$ cat src/rtl/lsu_pkg.sv
// Shared types and constants for the load/store unit: FSM states, opcodes,
// funct3 codes and access-size decoding helpers.
package lsu_pkg;

  typedef enum logic [1:0] {
    IDLE = 2'd0,
    REQ  = 2'd1,
    WAIT = 2'd2,
    DONE = 2'd3
  } lsu_state_e;

  typedef enum logic [1:0] {
    SZ_BYTE = 2'd0,
    SZ_HALF = 2'd1,
    SZ_WORD = 2'd2
  } lsu_size_e;

  localparam logic [6:0] OPC_LOAD  = 7'b0000011;
  localparam logic [6:0] OPC_STORE = 7'b0100011;

  localparam logic [2:0] F3_B  = 3'b000;
  localparam logic [2:0] F3_H  = 3'b001;
  localparam logic [2:0] F3_W  = 3'b010;
  localparam logic [2:0] F3_BU = 3'b100;
  localparam logic [2:0] F3_HU = 3'b101;

  // Any funct3 without a defined meaning for the op type falls back to word.
  function automatic lsu_size_e access_size(input logic is_store, input logic [2:0] f3);
    lsu_size_e sz;
    sz = SZ_WORD;
    case (f3)
      F3_B:    sz = SZ_BYTE;
      F3_H:    sz = SZ_HALF;
      F3_BU:   sz = is_store ? SZ_WORD : SZ_BYTE;
      F3_HU:   sz = is_store ? SZ_WORD : SZ_HALF;
      default: sz = SZ_WORD;
    endcase
    return sz;
  endfunction

  function automatic logic is_misaligned(input lsu_size_e sz, input logic [1:0] lo);
    logic mis;
    mis = 1'b0;
    case (sz)
      SZ_HALF: mis = lo[0];
      SZ_WORD: mis = (lo != 2'b00);
      default: mis = 1'b0;
    endcase
    return mis;
  endfunction

endpackage

$ cat src/rtl/lsu_fmt.sv
// Combinational data formatter: store byte-lane alignment and byte enables,
// plus load lane extraction with sign/zero extension.
module lsu_fmt
  import lsu_pkg::*;
(
  input  lsu_size_e   size_i,
  input  logic        sign_ext_i,
  input  logic [1:0]  offset_i,
  input  logic [31:0] wdata_i,
  input  logic [31:0] rdata_i,
  output logic [3:0]  be_o,
  output logic [31:0] wdata_o,
  output logic [31:0] load_o
);

  logic [7:0]  rbyte;
  logic [15:0] rhalf;

  always_comb begin
    rbyte = rdata_i[7:0];
    case (offset_i)
      2'd0:    rbyte = rdata_i[7:0];
      2'd1:    rbyte = rdata_i[15:8];
      2'd2:    rbyte = rdata_i[23:16];
      default: rbyte = rdata_i[31:24];
    endcase
    rhalf = offset_i[1] ? rdata_i[31:16] : rdata_i[15:0];
  end

  // Store data is replicated across lanes so the byte enables alone pick the target.
  always_comb begin
    be_o    = 4'b1111;
    wdata_o = wdata_i;
    load_o  = rdata_i;
    case (size_i)
      SZ_BYTE: begin
        be_o    = 4'b0001 << offset_i;
        wdata_o = {4{wdata_i[7:0]}};
        load_o  = {{24{sign_ext_i & rbyte[7]}}, rbyte};
      end
      SZ_HALF: begin
        be_o    = offset_i[1] ? 4'b1100 : 4'b0011;
        wdata_o = {2{wdata_i[15:0]}};
        load_o  = {{16{sign_ext_i & rhalf[15]}}, rhalf};
      end
      default: begin
        be_o    = 4'b1111;
        wdata_o = wdata_i;
        load_o  = rdata_i;
      end
    endcase
  end

endmodule

$ cat src/rtl/lsu_ctrl.sv
// Load/store unit controller: IDLE/REQ/WAIT/DONE sequencing of one data-bus access.
// Build option LSU_MISALIGN_TRAP_EN: misaligned ops are trapped instead of issued.
module lsu_ctrl
  import lsu_pkg::*;
(
  input  logic        clk,
  input  logic        rst,
  input  logic        ex_valid,
  input  logic [6:0]  instr_opcode,
  input  logic [2:0]  funct3,
  input  logic [31:0] addr,
  input  logic [31:0] wdata,
  output logic        dbus_req,
  output logic        dbus_we,
  output logic [31:0] dbus_addr,
  output logic [3:0]  dbus_be,
  output logic [31:0] dbus_wdata,
  input  logic        dbus_gnt,
  input  logic        dbus_rvalid,
  input  logic [31:0] dbus_rdata,
  output logic [31:0] load_data,
  output logic        load_valid,
  output logic        stall,
  output logic        misalign,
  output lsu_state_e  dbg_state_o
);

  // Bus handshake: dbus_req and its attributes (we/addr/be/wdata) are held
  // constant from the first REQ cycle until the cycle dbus_gnt is seen high;
  // the access is transferred in that cycle. For loads, read data is taken on
  // the first dbus_rvalid in WAIT; gnt/rvalid in any other state are ignored.

  lsu_state_e  state_q, state_d;
  logic        dbus_req_q, dbus_we_q, load_valid_q;
  logic [31:0] dbus_addr_q, dbus_wdata_q, load_data_q;
  logic [3:0]  dbus_be_q;
  lsu_size_e   size_q;
  logic        sign_q;
  logic [1:0]  offset_q;

  logic        is_load, is_store, mem_op, in_mis, trap, accept, fsm_stall;
  lsu_size_e   in_size;
  logic [1:0]  in_offset;

  lsu_size_e   fmt_size;
  logic        fmt_sign;
  logic [1:0]  fmt_offset;
  logic [3:0]  fmt_be;
  logic [31:0] fmt_wdata, fmt_load;

  assign is_load  = ex_valid && (instr_opcode == OPC_LOAD);
  assign is_store = ex_valid && (instr_opcode == OPC_STORE);
  assign mem_op   = is_load || is_store;
  assign in_size  = access_size(is_store, funct3);
  assign in_mis   = is_misaligned(in_size, addr[1:0]);

`ifdef LSU_MISALIGN_TRAP_EN
  assign trap     = mem_op && in_mis;
  assign misalign = !rst && (state_q == IDLE) && trap;
`else
  assign trap     = 1'b0;
  assign misalign = 1'b0;
`endif

  assign accept = (state_q == IDLE) && mem_op && !trap;

  // Offending low address bits are dropped so a misaligned op still lands on a legal lane.
  always_comb begin
    in_offset = 2'b00;
    case (in_size)
      SZ_BYTE: in_offset = addr[1:0];
      SZ_HALF: in_offset = {addr[1], 1'b0};
      default: in_offset = 2'b00;
    endcase
  end

  // Formatter serves store alignment at accept time and load extraction in WAIT.
  always_comb begin
    fmt_size   = size_q;
    fmt_sign   = sign_q;
    fmt_offset = offset_q;
    if (state_q == IDLE) begin
      fmt_size   = in_size;
      fmt_sign   = !funct3[2];
      fmt_offset = in_offset;
    end
  end

  lsu_fmt u_fmt (
    .size_i     (fmt_size),
    .sign_ext_i (fmt_sign),
    .offset_i   (fmt_offset),
    .wdata_i    (wdata),
    .rdata_i    (dbus_rdata),
    .be_o       (fmt_be),
    .wdata_o    (fmt_wdata),
    .load_o     (fmt_load)
  );

  always_comb begin
    state_d   = state_q;
    fsm_stall = 1'b0;
    case (state_q)
      IDLE: begin
        if (accept) begin
          state_d   = REQ;
          fsm_stall = 1'b1;
        end
      end
      REQ: begin
        fsm_stall = 1'b1;
        if (dbus_gnt) state_d = dbus_we_q ? DONE : WAIT;
      end
      WAIT: begin
        fsm_stall = 1'b1;
        if (dbus_rvalid) state_d = DONE;
      end
      DONE: begin
        state_d = IDLE;
      end
      default: state_d = IDLE;
    endcase
  end

  assign stall = rst ? mem_op : fsm_stall;

  always_ff @(posedge clk) begin
    if (rst) begin
      state_q      <= IDLE;
      dbus_req_q   <= 1'b0;
      dbus_we_q    <= 1'b0;
      dbus_addr_q  <= 32'd0;
      dbus_be_q    <= 4'd0;
      dbus_wdata_q <= 32'd0;
      load_data_q  <= 32'd0;
      load_valid_q <= 1'b0;
      size_q       <= SZ_WORD;
      sign_q       <= 1'b0;
      offset_q     <= 2'b00;
    end else begin
      state_q      <= state_d;
      load_valid_q <= 1'b0;
      if (accept) begin
        dbus_req_q   <= 1'b1;
        dbus_we_q    <= is_store;
        dbus_addr_q  <= {addr[31:2], 2'b00};
        dbus_be_q    <= fmt_be;
        dbus_wdata_q <= is_store ? fmt_wdata : 32'd0;
        size_q       <= in_size;
        sign_q       <= !funct3[2];
        offset_q     <= in_offset;
      end
      if ((state_q == REQ) && dbus_gnt) dbus_req_q <= 1'b0;
      if ((state_q == WAIT) && dbus_rvalid) begin
        load_data_q  <= fmt_load;
        load_valid_q <= 1'b1;
      end
    end
  end

  assign dbus_req    = dbus_req_q;
  assign dbus_we     = dbus_we_q;
  assign dbus_addr   = dbus_addr_q;
  assign dbus_be     = dbus_be_q;
  assign dbus_wdata  = dbus_wdata_q;
  assign load_data   = load_data_q;
  assign load_valid  = load_valid_q;
  assign dbg_state_o = state_q;

endmodule

$ cat config.mk
export PLATFORM = sky130hd
export DESIGN_NAME = lsu_ctrl
export DESIGN_NICKNAME = d
export VERILOG_FILES = /design/src/rtl/lsu_pkg.sv /design/src/rtl/lsu_fmt.sv /design/src/rtl/lsu_ctrl.sv
export SDC_FILE = /design/constraint.sdc
export NUM_CORES = 1
export LEC_CHECK = 0
export BUFFER_PORTS_ARGS = -buffer_cell sky130_fd_sc_hd__buf_2
export CORE_ASPECT_RATIO = 2
export CORE_MARGIN = 2
export CORE_UTILIZATION = 25
export DETAILED_ROUTE_END_ITERATION = 10
export PLACE_DENSITY_LB_ADDON = 0.15
export SYNTH_ARGS = -nofsm -noshare
export SYNTH_HDL_FRONTEND = slang
export SYNTH_SLANG_ARGS = --single-unit
$ cat constraint.sdc
create_clock -name clk -period 3.1 [get_ports clk]
set_input_delay 0.775 -clock clk [delete_from_list [all_inputs] [get_ports clk]]
set_output_delay 0.775 -clock clk [all_outputs]
set_load 0.03 [all_outputs]
### Word-level counts from Yosys, hierarchy flattened

Index checks and enable logic that the tools add are counted.
W data, S select, Z words.

* flip-flop bits (word level): 108
* bits of input ports: 111
* output and inout bits: 107
* logic and storage cells: 67

* equality and inequality tests: 15
* shift-type cells: 1
* multiplexer cells: 23
* bitwise operators: 2
* reductions and logical operators: 15

Operators by type and width (number)
* $pmux W32 S2: 2
* $mux W32: 1
* $pmux W8 S3: 1
* $mux W16: 1
* $pmux W2 S4: 2
* $mux W2: 7
* $eq A2 B1 Y1 const B: 4
* $logic_not A2 Y1: 4
* $pmux W4 S2: 1
* $eq A7 B2 Y1 const B: 1
* $eq A7 B6 Y1 const B: 1
* $eq A2 B2 Y1 const B: 3
* $eq A3 B3 Y1 const B: 2
* $ne A2 B2 Y1 const B: 3
* $logic_and A1 B1 Y1: 5
* $mux W1: 5
* $mux W4: 1
* $pmux W2 S2: 1
* $reduce_or A2 Y1: 2
* $shl A1 B2 Y4 const A: 1
* $eq A3 B1 Y1 const B: 1
* $logic_not A3 Y1: 1
* $reduce_and A3 Y1: 1
* $and A1 B1 Y1: 2
* other kinds (3): 3

### Logic depth before layout (Yosys ltp)

* word-level depth: 11
* gate-level depth with buffers: 10
* mapped depth without buffers: 8

### Cells and area by module

Synthesis repeated with hierarchy kept, for this count alone.

* cells, all modules: 687
* area, all modules: 5273.8 um2

Modules (own cells, without submodules)
* lsu_ctrl: times used 1, cells an instance 508, area an instance 4060.1 um2
* lsu_fmt: times used 1, cells an instance 179, area an instance 1213.7 um2

### Least setup slack after synthesis

OpenSTA, ideal clock, no wires.

* kind: in2out
* start: input port instr_opcode[4]
* end: output port stall
* data arrival time: 2.450 ns
* required time: 2.325 ns
* slack: -0.125 ns
* stages: 6
* cells stage by stage: nor4b_4 -> nand2_2 -> nor2_1 -> clkbuf_1 -> a21oi_1 -> o22ai_1

* cells in the longest elaborated chain, start to end: 7
* elaborated cells between the ends (all ways): 9

Ends and longest elaborated chain
* start: declaration: RTL line lsu_ctrl.sv:9 `input logic [6:0] instr_opcode,`
* $eq A7 B2 Y1 or $eq A7 B6 Y1 (tied branches): RTL line lsu_ctrl.sv:51, lsu_ctrl.sv:52
* $logic_and A1 B1 Y1 (on tied branches): RTL line lsu_ctrl.sv:51, lsu_ctrl.sv:52
* $logic_or A1 B1 Y1 (*): RTL line lsu_ctrl.sv:53 `assign mem_op = is_load || is_store;`
* $logic_and A1 B1 Y1: RTL line lsu_ctrl.sv:65 `assign accept = (state_q == IDLE) && mem_op && !trap;`
* $mux W1: RTL line lsu_ctrl.sv:105 `if (accept) begin`
* $pmux W1 S2: RTL line lsu_ctrl.sv:103 `case (state_q)`
* $mux W1 (*): RTL line lsu_ctrl.sv:125 `assign stall = rst ? mem_op : fsm_stall;`
* end: declaration: RTL line lsu_ctrl.sv:23 `output logic stall,`

Every way passes the cells marked *; elsewhere a longest branch is shown, timed or not.

### Final worst setup path

Ends and elaborated chain as after synthesis.

==> summary.txt <==
Finish
  – Final core occ: 33.5%
  – Post-route insts no fill: 1110
  – Final Instance Area: 7010 µm²
  – Layout Nets: 951
  – P&R area growth vs syn: 32.2%
  – Layout cells sized above 1: 37.6%
  – Fillers: 2320
  – Ant diodes: 0

Route
  – Antenna-violating nets left: 0
  – WL met1: 7510 µm
  – WL met2: 11100 µm
  – Initial DRC Count: 217
  – WL met3: 1320 µm
  – Drt drc: 0
  – Top Metal Used: met4
  – Vias per cell: 4.93
  – Average wire per standard cell: 18.6 µm
  – Vias: 5475
  – Router iterations before antenna repair: 4
  – Post-Route WL: 20600 µm

Worst hold path
  – Hold Path Depth: 2
  – Worst Hold Class: reg -> reg
  – Hold path start: dbus_wdata[18]
  – Hold Crit Endpoint: dbus_wdata[18]

Power
  – Total power: 3530 µW
  – Worst VDD drop: 0.000253 V
  – Pwr per Cell Area: 503 nW/µm²
  – Leak: 0.00296 µW

Critical path
  – R2r endpoint: load_data[0]
  – CP Max Fanout: 5
  – Reg-to-Reg Start: dbg_state_o[0]
  – Critical setup path kind: in -> out
  – Worst EP arrival: 2110 ps
  – CP Launch Type: input port
  – Reg2Reg Depth: 8
  – WP data required: 2320 ps
  – Critical Path Sink Type: primary output
  – R2r setup slk: 390 ps

Synth
  – Dominant synthesized flop cell: dfxtp_1
  – Yosys Warn Count: 0
  – Syn Std Cell Area: 5310 µm²
  – Post-Syn Instances: 639
  – Synth Register Bits: 108
  – Post-synth EDFFs: 0
  – Fraction of registers with async set/reset: 0%
  – Syn_area_per_cell: 8.31 µm²
  – Seq/Total Area, Yosys: 40.7%
  – Count of unique library cells instantiated by Yosys: 64

Flow run
  – Max-capacitance violation count: 0

Global routing
  – Largest net degree at the start of global routing: 75
  – Number of global-route vias before repair: 5539
  – Antenna violations before repair: 0
  – First-pass GRT wire length: 31600 µm
  – Congestion Overflow GR: 0
  – Total global-route track usage: 18.3%

STA
  – Slew headroom: 39.1%
  – Clk_skew: 7.05 ps
  – Hold Slack: 450 ps
  – RSZ-0062 raised after global routing: false
  – Final Critical Period: 2880 ps
  – Fin crit share: 93.0%
  – Slew @ Worst Pin: 913 ps
  – Fmax: 347 MHz
  – Hold Violations, Final: 0
  – Setup violations, final: 0
  – Final slew viol count: 0

Clock tree
  – Clock sinks: 108
  – CTS tree: done
  – Worst-Skew Late Latency: 350 ps
  – CTS max path bufs: 2
  – CTS buffer count: 9
  – CTS Hold Buffers Added: 0
  – CTS H-tree depth: 3
  – CTS Root Cell: clkbuf_16
  – Clock slew at reported path FFs: 80 ps

Placement
  – I/O Buffers: 214
  – Post-DP HPWL: 15300 µm
  – Final GP Congestion: 0.785
  – Cell total after placement: 1093
  – Area after DPL: 6690 µm²

Floorplan
  – Full die area: 22500 µm²
  – Die width: 107 µm
  – Core area: 20900 µm²
  – # rows: 75
  – Die height: 210 µm
  – IO Pins: 218
  – Initial core utilization: 25.4%

Run status
  – Status: completed
stage by stage:
step                      setup TNS [ps]  setup WS (ps)
after floorplan                        0           47.7
after global placement             -6.31          -6.31
after detailed placement            -274          -54.8
after CTS                              0            140
after global routing                   0           27.4
final                                  0            218
registers in the layout (all words and copies together), names as in the netlist:
signal and flops:
dbus_wdata 32, load_data 32, dbus_addr 30, dbus_be 4, dbg_state_o 2, offset_q 2
size_q 2, dbus_req 1, dbus_we 1, load_valid 1, sign_q 1
cells in the mapped netlist (2+ instances only):
cell | instances | area, µm²
dfxtp_1 | 108 | 2160
o221ai_1 | 7 | 61.3
o211ai_1 | 2 | 15.0
a311oi_1 | 2 | 17.5
a21oi_1 | 67 | 335
nor3_1 | 10 | 50.1
nand2_1 | 132 | 495
a21oi_2 | 11 | 96.3
a22oi_1 | 15 | 113
or3_1 | 7 | 43.8
a221oi_1 | 3 | 26.3
nand3_1 | 13 | 65.1
buf_2 | 15 | 75.1
o21ai_0 | 34 | 170
clkbuf_1 | 32 | 120
a211oi_1 | 19 | 143
mux2_1 | 6 | 67.6
mux2_2 | 20 | 225
o31ai_1 | 2 | 15.0
nand4_1 | 2 | 12.5
a21oi_4 | 2 | 32.5
nand2b_1 | 3 | 18.8
inv_1 | 7 | 26.3
and3_1 | 2 | 12.5
buf_4 | 5 | 37.5
o21ai_2 | 3 | 26.3
nor2_1 | 38 | 143
and2_1 | 2 | 12.5
a32o_1 | 8 | 80.1
mux2_4 | 4 | 60.1
ha_1 | 4 | 50.1
a31oi_1 | 11 | 68.8
o22ai_1 | 2 | 12.5
a221oi_2 | 4 | 60.1
o21a_1 | 8 | 60.1
repair_timing:
action | in CTS | in global routing
gates resized for setup | 0 | 0
setup buffers | 0 | 1
endpoints found under the setup margin | 0 | 2
per-layer routing:
metal  vias to the layer above  GRT usage, %
met3                        34          3.99
li1                       2674             -
met2                       200          33.9
met4                         0          8.15
met1                      2567          19.2
met5                         -             0
worst max path at each step:
stage               slack (ps)       endpoint       startpoint
floorplan                   50          stall  instr_opcode[4]
global placement            -6  load_data[31]  instr_opcode[4]
detailed placement         -50  load_data[18]  instr_opcode[4]
CTS                        140  load_data[18]   dbg_state_o[0]
global route                30          stall   dbg_state_o[0]
finish                     220          stall  instr_opcode[4]
layout by cell type, fill, tap and decap left out, drive strengths merged, types with 2 or more instances in the layout:
| cell | n |
|---|---|
| buf | 239 |
| nand2 | 133 |
| dfxtp | 108 |
| a21oi | 80 |
| nor2 | 38 |
| o21ai | 37 |
| mux2 | 30 |
| a211oi | 19 |
| a22oi | 15 |
| nand3 | 13 |
| a31oi | 13 |
| nor3 | 11 |
| clkbuf | 9 |
| inv | 9 |
| o21a | 8 |
| a32o | 8 |
| a221oi | 8 |
| o221ai | 7 |
| or3 | 7 |
| ha | 4 |
| and2 | 4 |
| nand2b | 3 |
| conb | 3 |
| clkinv | 3 |
| o31ai | 2 |
| and3 | 2 |
| a311oi | 2 |
| o211ai | 2 |
| nand4 | 2 |
| clkinvlp | 2 |
| o22ai | 2 |
| or2 | 2 |
worst max-delay path, cell delays in order:
cell and delay [ps]:
buf_2 110, nor4b_4 460, nand2_2 110, buf_4 180
nor2_4 80, a21oi_1 50, o22ai_2 110, buf_2 220
cell families after synthesis:
logic type / share of synthesized area, %
AOI/OAI and AO/OA: 28.0
adders and majority gates: 0.943
buffers and inverters: 5.52
DFF: 40.7
muxes: 6.84
other: 0.0707
and+or+nand+nor: 17.9
area by class of cell:
| type | instances | area (µm²) | share of cell area [%] |
|---|---|---|---|
| multi-input cells | 470 | 2880 | 41.0 |
| flip-flops and latches | 108 | 2160 | 30.8 |
| repair buffers | 239 | 1310 | 18.7 |
| well taps | 269 | 337 | 4.80 |
| clock buffers | 9 | 225 | 3.21 |
| clock inverters | 7 | 75.1 | 1.07 |
| inverters | 8 | 30.0 | 0.428 |
where the power goes:
| group | switching (µW) | internal, µW | total (µW) |
|---|---|---|---|
| registers | 12.3 | 1400 | 1410 |
| logic | 558 | 353 | 911 |
| clock network | 572 | 634 | 1210 |
Note: power is estimated with default switching activity, not from simulation.
